[src/rtl/paired_sat_counter.sv]
// Multi-channel saturating index/sum counter pair with clear, completion and overrun tracking.
// Define PAIRED_SAT_COUNTER_ASSERT_EN to compile in invariant and parameter-range assertions.
module paired_sat_counter #(
  parameter int unsigned CH    = 4,
  parameter int unsigned W     = 10,
  parameter int unsigned START = 1,
  parameter int unsigned LIMIT = 250
) (
  input  logic                       clk,
  input  logic                       rst_n,
  input  logic [CH-1:0]              sel,
  input  logic [CH-1:0]              clr,
  output logic [CH*W-1:0]            i,
  output logic [CH*W-1:0]            sn,
  output logic [CH-1:0]              done,
  output logic                       all_done,
  output logic [$clog2(CH+1)-1:0]    done_cnt,
  output logic [CH-1:0]              overrun
);

  localparam int unsigned CW = $clog2(CH + 1);
  localparam logic [W-1:0] I_START = W'(START);
  localparam logic [W-1:0] I_LIMIT = W'(LIMIT);
  localparam logic [W-1:0] I_FINAL = W'(LIMIT + 1);
  localparam logic [W-1:0] I_SPAN  = W'(LIMIT - START + 1);
  localparam logic [W-1:0] ONE     = W'(1);

  typedef enum logic [1:0] {
    S_IDLE,
    S_RUN,
    S_DONE
  } state_t;

  for (genvar k = 0; k < CH; k++) begin : g_ch
    state_t       st_q, st_d;
    logic [W-1:0] i_q, i_d;
    logic [W-1:0] sn_q, sn_d;
    logic         ov_q, ov_d;

    always_ff @(posedge clk or negedge rst_n) begin
      if (!rst_n) begin
        st_q <= S_IDLE;
        i_q  <= I_START;
        sn_q <= '0;
        ov_q <= 1'b0;
      end else begin
        st_q <= st_d;
        i_q  <= i_d;
        sn_q <= sn_d;
        ov_q <= ov_d;
      end
    end

    // Clear outranks enable, so a clear on the final increment leaves the channel idle.
    always_comb begin
      st_d = st_q;
      i_d  = i_q;
      sn_d = sn_q;
      ov_d = ov_q;
      if (clr[k]) begin
        st_d = S_IDLE;
        i_d  = I_START;
        sn_d = '0;
        ov_d = 1'b0;
      end else if (sel[k]) begin
        if (st_q != S_DONE) begin
          i_d  = i_q + ONE;
          sn_d = sn_q + ONE;
          st_d = (i_q == I_LIMIT) ? S_DONE : S_RUN;
        end else begin
          ov_d = 1'b1;
        end
      end
    end

    assign i[k*W +: W]  = i_q;
    assign sn[k*W +: W] = sn_q;
    assign done[k]      = (st_q == S_DONE);
    assign overrun[k]   = ov_q;

`ifdef PAIRED_SAT_COUNTER_ASSERT_EN
    a_sum_tracks_index: assert property (@(posedge clk) disable iff (!rst_n)
      sn_q == i_q - I_START);
    a_index_range: assert property (@(posedge clk) disable iff (!rst_n)
      (i_q >= I_START) && (i_q <= I_FINAL));
    a_done_matches: assert property (@(posedge clk) disable iff (!rst_n)
      (st_q == S_DONE) == (i_q == I_FINAL));
    a_final_sum: assert property (@(posedge clk) disable iff (!rst_n)
      !((i_q > I_LIMIT) && (sn_q != I_SPAN) && (sn_q != '0)));
`endif
  end

  assign all_done = &done;

  always_comb begin
    done_cnt = '0;
    for (int unsigned k = 0; k < CH; k++) begin
      done_cnt = done_cnt + CW'(done[k]);
    end
  end

`ifdef PAIRED_SAT_COUNTER_ASSERT_EN
  if (CH < 1 || CH > 16) begin : g_bad_ch
    $error("paired_sat_counter: CH must be in 1..16");
  end
  if (START > LIMIT) begin : g_bad_start
    $error("paired_sat_counter: START must not exceed LIMIT");
  end
  if ((LIMIT + 1) >= (2 ** W)) begin : g_bad_width
    $error("paired_sat_counter: LIMIT+1 must fit in W bits");
  end
`endif

endmodule

[config.mk]
export PLATFORM = sky130hd
export DESIGN_NAME = paired_sat_counter
export DESIGN_NICKNAME = d
export VERILOG_FILES = /design/src/rtl/paired_sat_counter.sv
export SDC_FILE = /design/constraint.sdc
export NUM_CORES = 1
export LEC_CHECK = 0
export CORE_MARGIN = 3
export CORE_UTILIZATION = 51
export DETAILED_ROUTE_END_ITERATION = 8
export PLACE_DENSITY = 0.85
export SKIP_LAST_GASP = 1
export SLEW_MARGIN = 20
export SYNTH_ARGS = -nofsm -noshare
export SYNTH_HDL_FRONTEND = slang
export SYNTH_SLANG_ARGS = --single-unit
[constraint.sdc]
create_clock -name clk -period 2.75 [get_ports clk]
set_input_delay 0.4125 -clock clk [delete_from_list [all_inputs] [get_ports clk]]
set_output_delay 0.4125 -clock clk [all_outputs]
set_load 0.02 [all_outputs]
# Word-level counts from Yosys, hierarchy flattened
# Cells that the tools add are included.
[word_totals]
regBits = 92
inputBits = 10
output_inout_bits = 92
wordCells = 112
[op_classes]
n_addsub = 11
mux = 52
reduce_logical = 17
eq_ne = 16
[op_table]
columns = ["operator", "n"]
rows = [
  ["two-way mux 10 bit", 24],
  ["adder 10 x 1 -> 10 bit, second input constant", 8],
  ["equality test 10 x 8 -> 1 bit, second input constant", 4],
  ["two-way mux 2 bit", 16],
  ["inequality test 2 bit, second input constant", 8],
  ["AND reduction 2 bit", 8],
  ["nonzero test 2 bit", 8],
  ["two-way mux 1 bit", 12],
  ["equality test 2 bit, second input constant", 4],
  ["AND reduction 4 bit", 1],
  ["adder 2 x 1 -> 3 bit", 1],
  ["adder 3 x 1 -> 3 bit", 1],
  ["adder 1 x 1 -> 2 bit", 1],
]

# Longest topological paths before layout
# Gate-level depths: netlist of the first run.
[logic_depth]
word_depth = 5
depth_mapped = 7
mapped_depth_nobuf = 6

# Worst setup path after synthesis of the first run
# No wires, ideal clock.
[synth_path]
path_type = "reg-to-output"
from = "register g_ch[0].st_q[1]"
to = "output done_cnt[1]"
n_path_buf = 1
slack_ns = 0.335
t_required_ns = 2.338
path_stages_with_launch = 7
arrival_ns = 2.002
path_cell_list = "dfrtp_1 -> nand2b_1 -> clkbuf_1 -> inv_1 -> fa_1 -> ha_1 -> ha_1"
[synth_between]
elab_chain_len = 4
[synth_lines]
columns = ["element", "line", "source"]
rows = [
  ["from (decl)", "35", "state_t st_q, st_d;"],
  ["from (signal assigned)", "47", "st_q <= st_d;"],
  ["equality test 2 bit", "78", "assign done[k] = (st_q == S_DONE);"],
  ["net done[0]", "15", "output logic [CH-1:0] done,"],
  ["adder 1 x 1 -> 2 bit", "98", "done_cnt = done_cnt + CW'(done[k]);"],
  ["adder 2 x 1 -> 3 bit", "98", ""],
  ["adder 3 x 1 -> 3 bit", "98", ""],
  ["to (decl)", "17", "output logic [$clog2(CH+1)-1:0] done_cnt,"],
]
# The timed path passes the listed nets, and every way through them passes these cells.

# Worst setup path in the final report of the first run
[layout_path]
from = "register g_ch[0].st_q[0]"
to = "output done_cnt[2]"
[layout_between]
elab_chain_len = 4
[layout_lines]
columns = ["element", "line"]
rows = [
  ["equality test 2 bit", "78"],
  ["adder 1 x 1 -> 2 bit", "98"],
  ["adder 2 x 1 -> 3 bit", "98"],
  ["adder 3 x 1 -> 3 bit", "98"],
]
# Every way passes these cells.

==> results.md, run 1 <==
- Status: finished clean
- Critical path's slowest cell: fa_1
- Area after DPL: ~0.006 sq mm
- Cell count along the critical path: 6
- Max-cap violations: 0
- R2R cell count: 5
- CP endpoint: done_cnt[2]
- Post-Route M1 WL: around 4900 microns
- Die Span Y: 102 microns
- Critical path fanouts, max: 4
- Mean routed wirelength per cell: about 16 microns
- Comb pwr share: a little over a tenth
- Net switching power: between 0.7 and 0.8 mW
- Setup violators final: 0
- Fin crit share: around 93%
- VDD IR max: between 0.3 and 0.4 mV
- Clock Power Share: roughly 36%
- Area grow syn2layout: 28.1%
- CP Buf/Inv Count: 2
- Worst setup path startpoint: g_ch[0].st_q[0]
- CP endpoint kind: output port
- Setup ws final: around 180 ps
- Crit path time final: around 2600 ps
- Synth Net Count: 519
- Area share of the largest cell type after synthesis: between 40% and 50%
- DRT iter0 DRCs: around 120
- Leakage: between 2 and 3 nW
- First-pass GRT wire length: 18500 microns
- Leading area contributor after synthesis: dfrtp_1
- TritonCTS clock tree: done
- Die area: roughly 0.010 sq mm
- Routed wl met2: around 5500 microns
- First-pass iteration count of the detailed router: 5
- Register area share after synthesis: between 40% and 50%
- Final Core Density: about two thirds
- Initial core utilization: a little over half
- Switching share of total power: 26.7%
- Kind of critical path: register to output port
- Syn Std Cell Area: 0.00473 sq mm
- DPL Wire Length: 7890 microns
- Syn avg cell area: ~9.6 sq um
- Max Root-Sink Buffers: 2
- Post-Route WL: around 11000 microns
- Root Buffer: clkbuf_8
- EDFF count, synth: 0
- Global route overflow: 0
- Top Metal Used: met4
- CP peak stage delay: ~440 ps
- Startpoint Class: register
- Seq pwr share: between 50% and 60%
- Arr. time, crit path: between 2000 and 2500 ps
- DP Worst Slack: about 140 ps
- Antenna diodes: 0
- Vias per cell: a little under 6
- Die Width: a little over 100 microns
- Most frequent cells after synthesis: 88 x dfrtp_1, 45 x a21oi_1, 45 x nor2_1
- Final clock skew: about 14 ps
- Hold Vio Cnt, Final: 0
- Post-route DRC: 0
- Share of post-route cells with drive strength above 1: 7.21%
- Synth unique cells: 40
- DR vias: between 4000 and 5000
- Area contributors post-synth: dfrtp_1 47%, xor2_1 5.2%, a21oi_1 4.8%, ha_1 4.0%, nor2_1 3.6%
- CP delay by family, top: adder cells
- Reg-to-Reg Start: g_ch[2].st_q[0]
- Clk Latency, worst-skew pair: roughly 350 ps
- Met3 routed WL: 615 microns
- Number of global-route vias before repair: just under 4000
- Ys Warns: 0
- Worst slew margin: roughly a third
- Row count: 34
- # IOs: between 100 and 150
- Cells after synthesis: approximately 490
- Worst Path Required: 2340 ps
- Post-route antenna net violation count: 0
- Area of the core: about 0.0088 sq mm
- Most frequent cell after synthesis: dfrtp_1
- Reg clk slew, reported paths: 100 ps
- Final instance area: about 0.0061 sq mm
- Initial antenna violation count: 0
- Total GRT Usage: a little over a fifth
- Clk sinks: just over 90
- Port bufs: between 100 and 150
- Number of setup buffers added after CTS: 0
- Fin nets: roughly 620
- Critical R2R Capture: g_ch[2].sn_q[9]
- Final hold slack: approximately 33 ps
- Fillers: ~660
- Final Max Tran Viols: 0
- Post-synthesis register bit count: a little over 90
- Unrepaired setup endpoints after global routing: false
- Main synth FF type: dfrtp_1
- Achievable Freq: 0.390 GHz
- Fraction of registers with async set/reset: 100%
- Worst-path cell chain: nand2b_1 > inv_1 > fa_1 > ha_1 > ha_1 > dlygate4sd2_1
- CTS HTree Levels: 3
- Largest net degree at the start of global routing: 52
- Pwr Density: between 400 and 500 mW/mm^2
- Most numerous cell on the critical path: ha_1
- R2R Setup Slk: 660 ps
- Class of the worst hold path: input port to async pin
- GP Congestion: 0.846
- Worst Tran Pin Value: just over 1000 ps
- Pint: between 1.5 and 2 mW
- CTS buffer count: 9
- Final setup TNS: 0 ps
[sequential cells by signal (all words and copies together), names as in the netlist]
register	flops
g_ch.sn_q	40
g_ch.st_q	8
g_ch.i_q	40
g_ch.ov_q	4
[worst min path at each step]
stage / endpoint / depth (start not counted)
floorplan: g_ch[0].i_q[1] / 0
global placement: g_ch[1].sn_q[2] / 1
detailed placement: g_ch[1].sn_q[4] / 1
CTS: g_ch[1].sn_q[4] / 1
global route: g_ch[1].sn_q[4] / 1
finish: g_ch[1].sn_q[4] / 1
[layout make-up]
class | count | area, sq um | area share [%]
tap | 108 | 135 | 2.23
clock buffer | 10 | 138 | 2.27
clock inverter | 6 | 70.1 | 1.16
sequential | 92 | 2310 | 38.1
multi-input combinational | 361 | 2250 | 37.1
inverter | 12 | 45.0 | 0.743
timing repair buffer | 115 | 1120 | 18.4
[layer usage]
metal | vias to the layer above | track usage [%]
met2 | 116 | 35.8
met5 | - | 0
met4 | 0 | 6.46
met1 | 2022 | 29.3
met3 | 14 | 4.78
li1 | 1967 | -
[worst reg2reg max path: stages (launching register included)]
cell and delay [ps]:
dfrtp_1 380, nand2b_1 150, buf_4 170, a21oi_1 800
nor4_1 170, mux2_2 310
[logic make-up after synthesis]
group / synth area share (%)
buffers and inverters: 3.73
xor gates and xnor gates: 6.85
DFF: 48.7
and+or+nand+nor: 24.7
muxes: 0.714
adders and majority gates: 4.39
AOI/OAI and AO/OA: 10.9
[placed cells by master (no fill, tap or decap), types with 15 or more instances in the layout]
master            n
a21oi_1          45
and3_1           16
clkdlybuf4s50_1  97
dfrtp_1          88
ha_1             15
nand2_1          37
nand3_1          32
nand4_1          23
nor2_1           45
o31ai_1          16
or4_1            18
xor2_1           28
[through the flow]
step           power, mW  instances
2_1_floorplan       1.60        493
3_3_place_gp        1.74        688
3_5_place_dp        1.75        688
4_1_cts             2.70        704
5_1_grt             2.78        704
6_report            2.68        704
[power groups by stage]
stage               Clock, mW  Sequential, mW  Combinational, mW
floorplan                   0            1.49              0.115
global placement            0            1.46              0.278
detailed placement          0            1.46              0.287
CTS                     0.975            1.44              0.289
global route             1.02            1.44              0.315
finish                  0.958            1.44              0.286
[what timing repair did]
item                       in CTS  in global routing
gates cloned                    0                  0
setup endpoints to repair       3                  1
hold endpoints to repair        0                  0
resized for setup               3                  2
hold buffers                    0                  0
(Power assumes the default switching activity.)
==> run 2, diff against run 1 <==
--- a/config.mk
+++ b/config.mk
@@ -8,7 +8,10 @@
 export CORE_MARGIN = 3
 export CORE_UTILIZATION = 51
 export DETAILED_ROUTE_END_ITERATION = 8
+export GPL_TIMING_DRIVEN = 0
 export PLACE_DENSITY = 0.85
+export RECOVER_POWER = 25
+export SETUP_SLACK_MARGIN = 0.4
 export SKIP_LAST_GASP = 1
 export SLEW_MARGIN = 20
 export SYNTH_ARGS = -nofsm -noshare
==> run 2 against run 1 <==
Net effect: core utilization rose by 2.0 points; critical path type unchanged; hold slack improved by 340 ps; wire length rose by 6.9%; first-iteration DRC count rose by 18%; critical endpoint is now done_cnt[1].
==> results.md, run 2 (synthesis results as in run 1) <==
- DRT iter0 DRCs: 139 (was 118)
- DPL Wire Length: 8350 microns (was 7890 microns)
- DR vias: 4261 (was 4119)
- Final instance area: 0.00624 sq mm (was 0.00606 sq mm)
- Die area: 0.0105 sq mm (unchanged)
- Power, Total: 2.66 mW (was 2.68 mW)
- Setup ws final: 252 ps (was 183 ps)
- Sequential cell area: 0.00231 sq mm (unchanged)
- Row count: 34 (unchanged)
- Class of the worst hold path: input port to register (was input port to async pin)
- Vias per cell: 5.86 (was 5.85)
- Worst Path Required: 2340 ps (about the same)
- Share of post-route cells with drive strength above 1: 10.0% (was 7.21%)
- TritonCTS clock tree: done (unchanged)
- CP peak stage delay: 430 ps (was 440 ps)
- Arr. time, crit path: 2090 ps (was 2150 ps)
- Worst-path cell chain: nand2b_4 > clkbuf_16 > clkinv_8 > fa_1 > ha_4 > ha_4 > buf_6 (was nand2b_1 > inv_1 > fa_1 > ha_1 > ha_1 > dlygate4sd2_1)
- Max Root-Sink Buffers: 2 (unchanged)
- Clk Latency, worst-skew pair: 360 ps (was 350 ps)
- Kind of critical path: register to output port (unchanged)
- Fillers: 670 (was 662)
- Critical path fanouts, max: 3 (was 4)
- Total GRT Usage: 23.5% (was 21.8%)
- Final setup TNS: 0 ps (unchanged)
- Clk sinks: 92 (unchanged)
- Largest net degree at the start of global routing: 51 (was 52)
- Area of the core: 0.00885 sq mm (unchanged)
- Die Width: 102 microns (unchanged)
- Mean routed wirelength per cell: 16.3 microns (was 15.8 microns)
- Achievable Freq: 0.400 GHz (was 0.390 GHz)
- First-pass iteration count of the detailed router: 5 (unchanged)
- CTS buffer count: 9 (unchanged)
- Commonest non-fill, non-tap cell in the layout: clkdlybuf4s50_1 (unchanged)
- Non-filler cells, final: 727 (was 704)
- Critical path's slowest cell: fa_1 (unchanged)
- Number of global-route vias before repair: 4183 (was 3879)
- Port bufs: 98 (was 101)
- Post-route antenna net violation count: 0 (unchanged)
- Cells after DPL: 700 (was 688)
- Hold Vio Cnt, Final: 0 (unchanged)
- Pwr Density: 427 mW/mm^2 (was 442 mW/mm^2)
- Most numerous cell on the critical path: ha_4 (was ha_1)
- Max-cap violations: 0 (unchanged)
- # IOs: 102 (unchanged)
- VDD IR max: 0.279 mV (was 0.308 mV)
- Final Max Tran Viols: 0 (unchanged)
- GP Congestion: 0.860 (was 0.846)
- Worst slew margin: 28.9% (was 32.7%)
- Initial antenna violation count: 0 (unchanged)
- CP endpoint kind: output port (unchanged)
- Worst Tran Pin Value: 1070 ps (was 1010 ps)
- Final clock skew: 17.4 ps (was 14.4 ps)
- Leakage: 2.69 nW (was 2.61 nW)
- Startpoint Class: register (unchanged)
- Post-Route WL: 11900 microns (was 11100 microns)
- Global route overflow: 0 (unchanged)
- First-pass GRT wire length: 20000 microns (was 18500 microns)
- Unrepaired setup endpoints after global routing: true (was false)
- Crit path time final: 2500 ps (was 2570 ps)
- Setup violators final: 0 (unchanged)
- Fin nets: 640 (was 617)
- Fin crit share: 90.8% (was 93.3%)
- Antenna diodes: 0 (unchanged)
- DP Worst Slack: -116 ps (was 142 ps)
- Area grow syn2layout: 31.8% (was 28.1%)
- Regs by FF count: g_ch.i_q: 40 flops, g_ch.sn_q: 40 flops, g_ch.st_q: 8 flops (unchanged)
- Die Span Y: 102 microns (unchanged)
- Root Buffer: clkbuf_8 (unchanged)
- Status: finished clean (unchanged)
- Reg clk slew, reported paths: 100 ps (about the same)
- Most frequent cells in the layout: 92 x clkdlybuf4s50_1, 88 x dfrtp_1, 45 x a21oi_1, 45 x nor2_1, 37 x nand2_1 (was 97 x clkdlybuf4s50_1, 88 x dfrtp_1, 45 x a21oi_1, 45 x nor2_1, 37 x nand2_1)
- Multi-input gate area: 0.00230 sq mm (was 0.00225 sq mm)
- Post-route DRC: 0 (unchanged)
- Area after DPL: 0.00588 sq mm (was 0.00586 sq mm)
- CTS HTree Levels: 3 (unchanged)
- Initial core utilization: 53.5% (unchanged)
run 2: cell count changes in the layout (fill, tap and decap cells not counted), moves of 2 or more:
| cell | previous run | this run |
|---|---|---|
| clkbuf_1 | 0 | 16 |
| buf_2 | 0 | 5 |
| buf_6 | 0 | 5 |
| clkdlybuf4s50_1 | 97 | 92 |
| inv_1 | 12 | 9 |
| nand2b_1 | 5 | 2 |
| nand2b_4 | 0 | 3 |
| ha_1 | 15 | 13 |
| ha_4 | 0 | 2 |
run 2: critical path: cells and delay by family (launching register included):
| kind | cells | cell delay [ps] |
|---|---|---|
| fa+ha+maj | 3 | 880 |
| flops | 1 | 400 |
| buf+inv | 3 | 300 |
| simple gates | 1 | 150 |
run 2: per-layer routing:
layer	wire, microns	GRT usage [%]	up-vias
li1	-	-	2005
met1	5120	31.8	2088
met2	5900	38.5	149
met3	701	4.85	19
met4	157	6.46	0
met5	0	0	-
run 2: cell type report:
cell class,count,area share (%)
Sequential cell,92,37.0
Clock inverter,7,1.20
Multi-Input combinational cell,361,36.8
Inverter,12,1.04
Tap cell,108,2.17
Clock buffer,9,1.99
Timing Repair Buffer,110,17.2
Buffer,28,2.61
run 2: power breakdown:
part | internal (mW) | leakage (nW) | total, mW | switching (mW)
clock network | 0.428 | 0.104 | 0.941 | 0.513
logic | 0.115 | 1.33 | 0.286 | 0.171
registers | 1.39 | 1.25 | 1.44 | 0.0466
total | 1.93 | 2.69 | 2.66 | 0.731
run 2: repair_timing:
| action | 4_1_cts | 5_1_grt |
|---|---|---|
| hold buffers | 1 | 0 |
| endpoints found under the hold margin | 40 | 0 |
| pin swaps | 2 | 2 |
| setup endpoints to repair | 5 | 4 |
| gates resized for setup | 38 | 4 |
| setup buffers | 6 | 4 |
run 2: final timing paths:
path,startpoint,to,slack (ps),cells after the start
setup reg to reg,g_ch[1].i_q[1],g_ch[1].st_q[0],930,4
hold / removal,clr[0],g_ch[0].i_q[0],370,2
max in group asynchronous,rst_n,g_ch[2].sn_q[5],620,3
min in group asynchronous,rst_n,g_ch[1].i_q[5],770,2
hold reg to reg,g_ch[2].ov_q,g_ch[2].ov_q,510,2
setup / recovery,g_ch[0].st_q[0],done_cnt[1],250,7
run 2: metrics by stage:
step | util, % | hold WS, ps
after floorplan | - | 117
after global placement | 66.1 | 482
after detailed placement | 66.4 | 360
after CTS | 70.2 | 372
after global routing | 70.5 | 403
final | 70.5 | 371
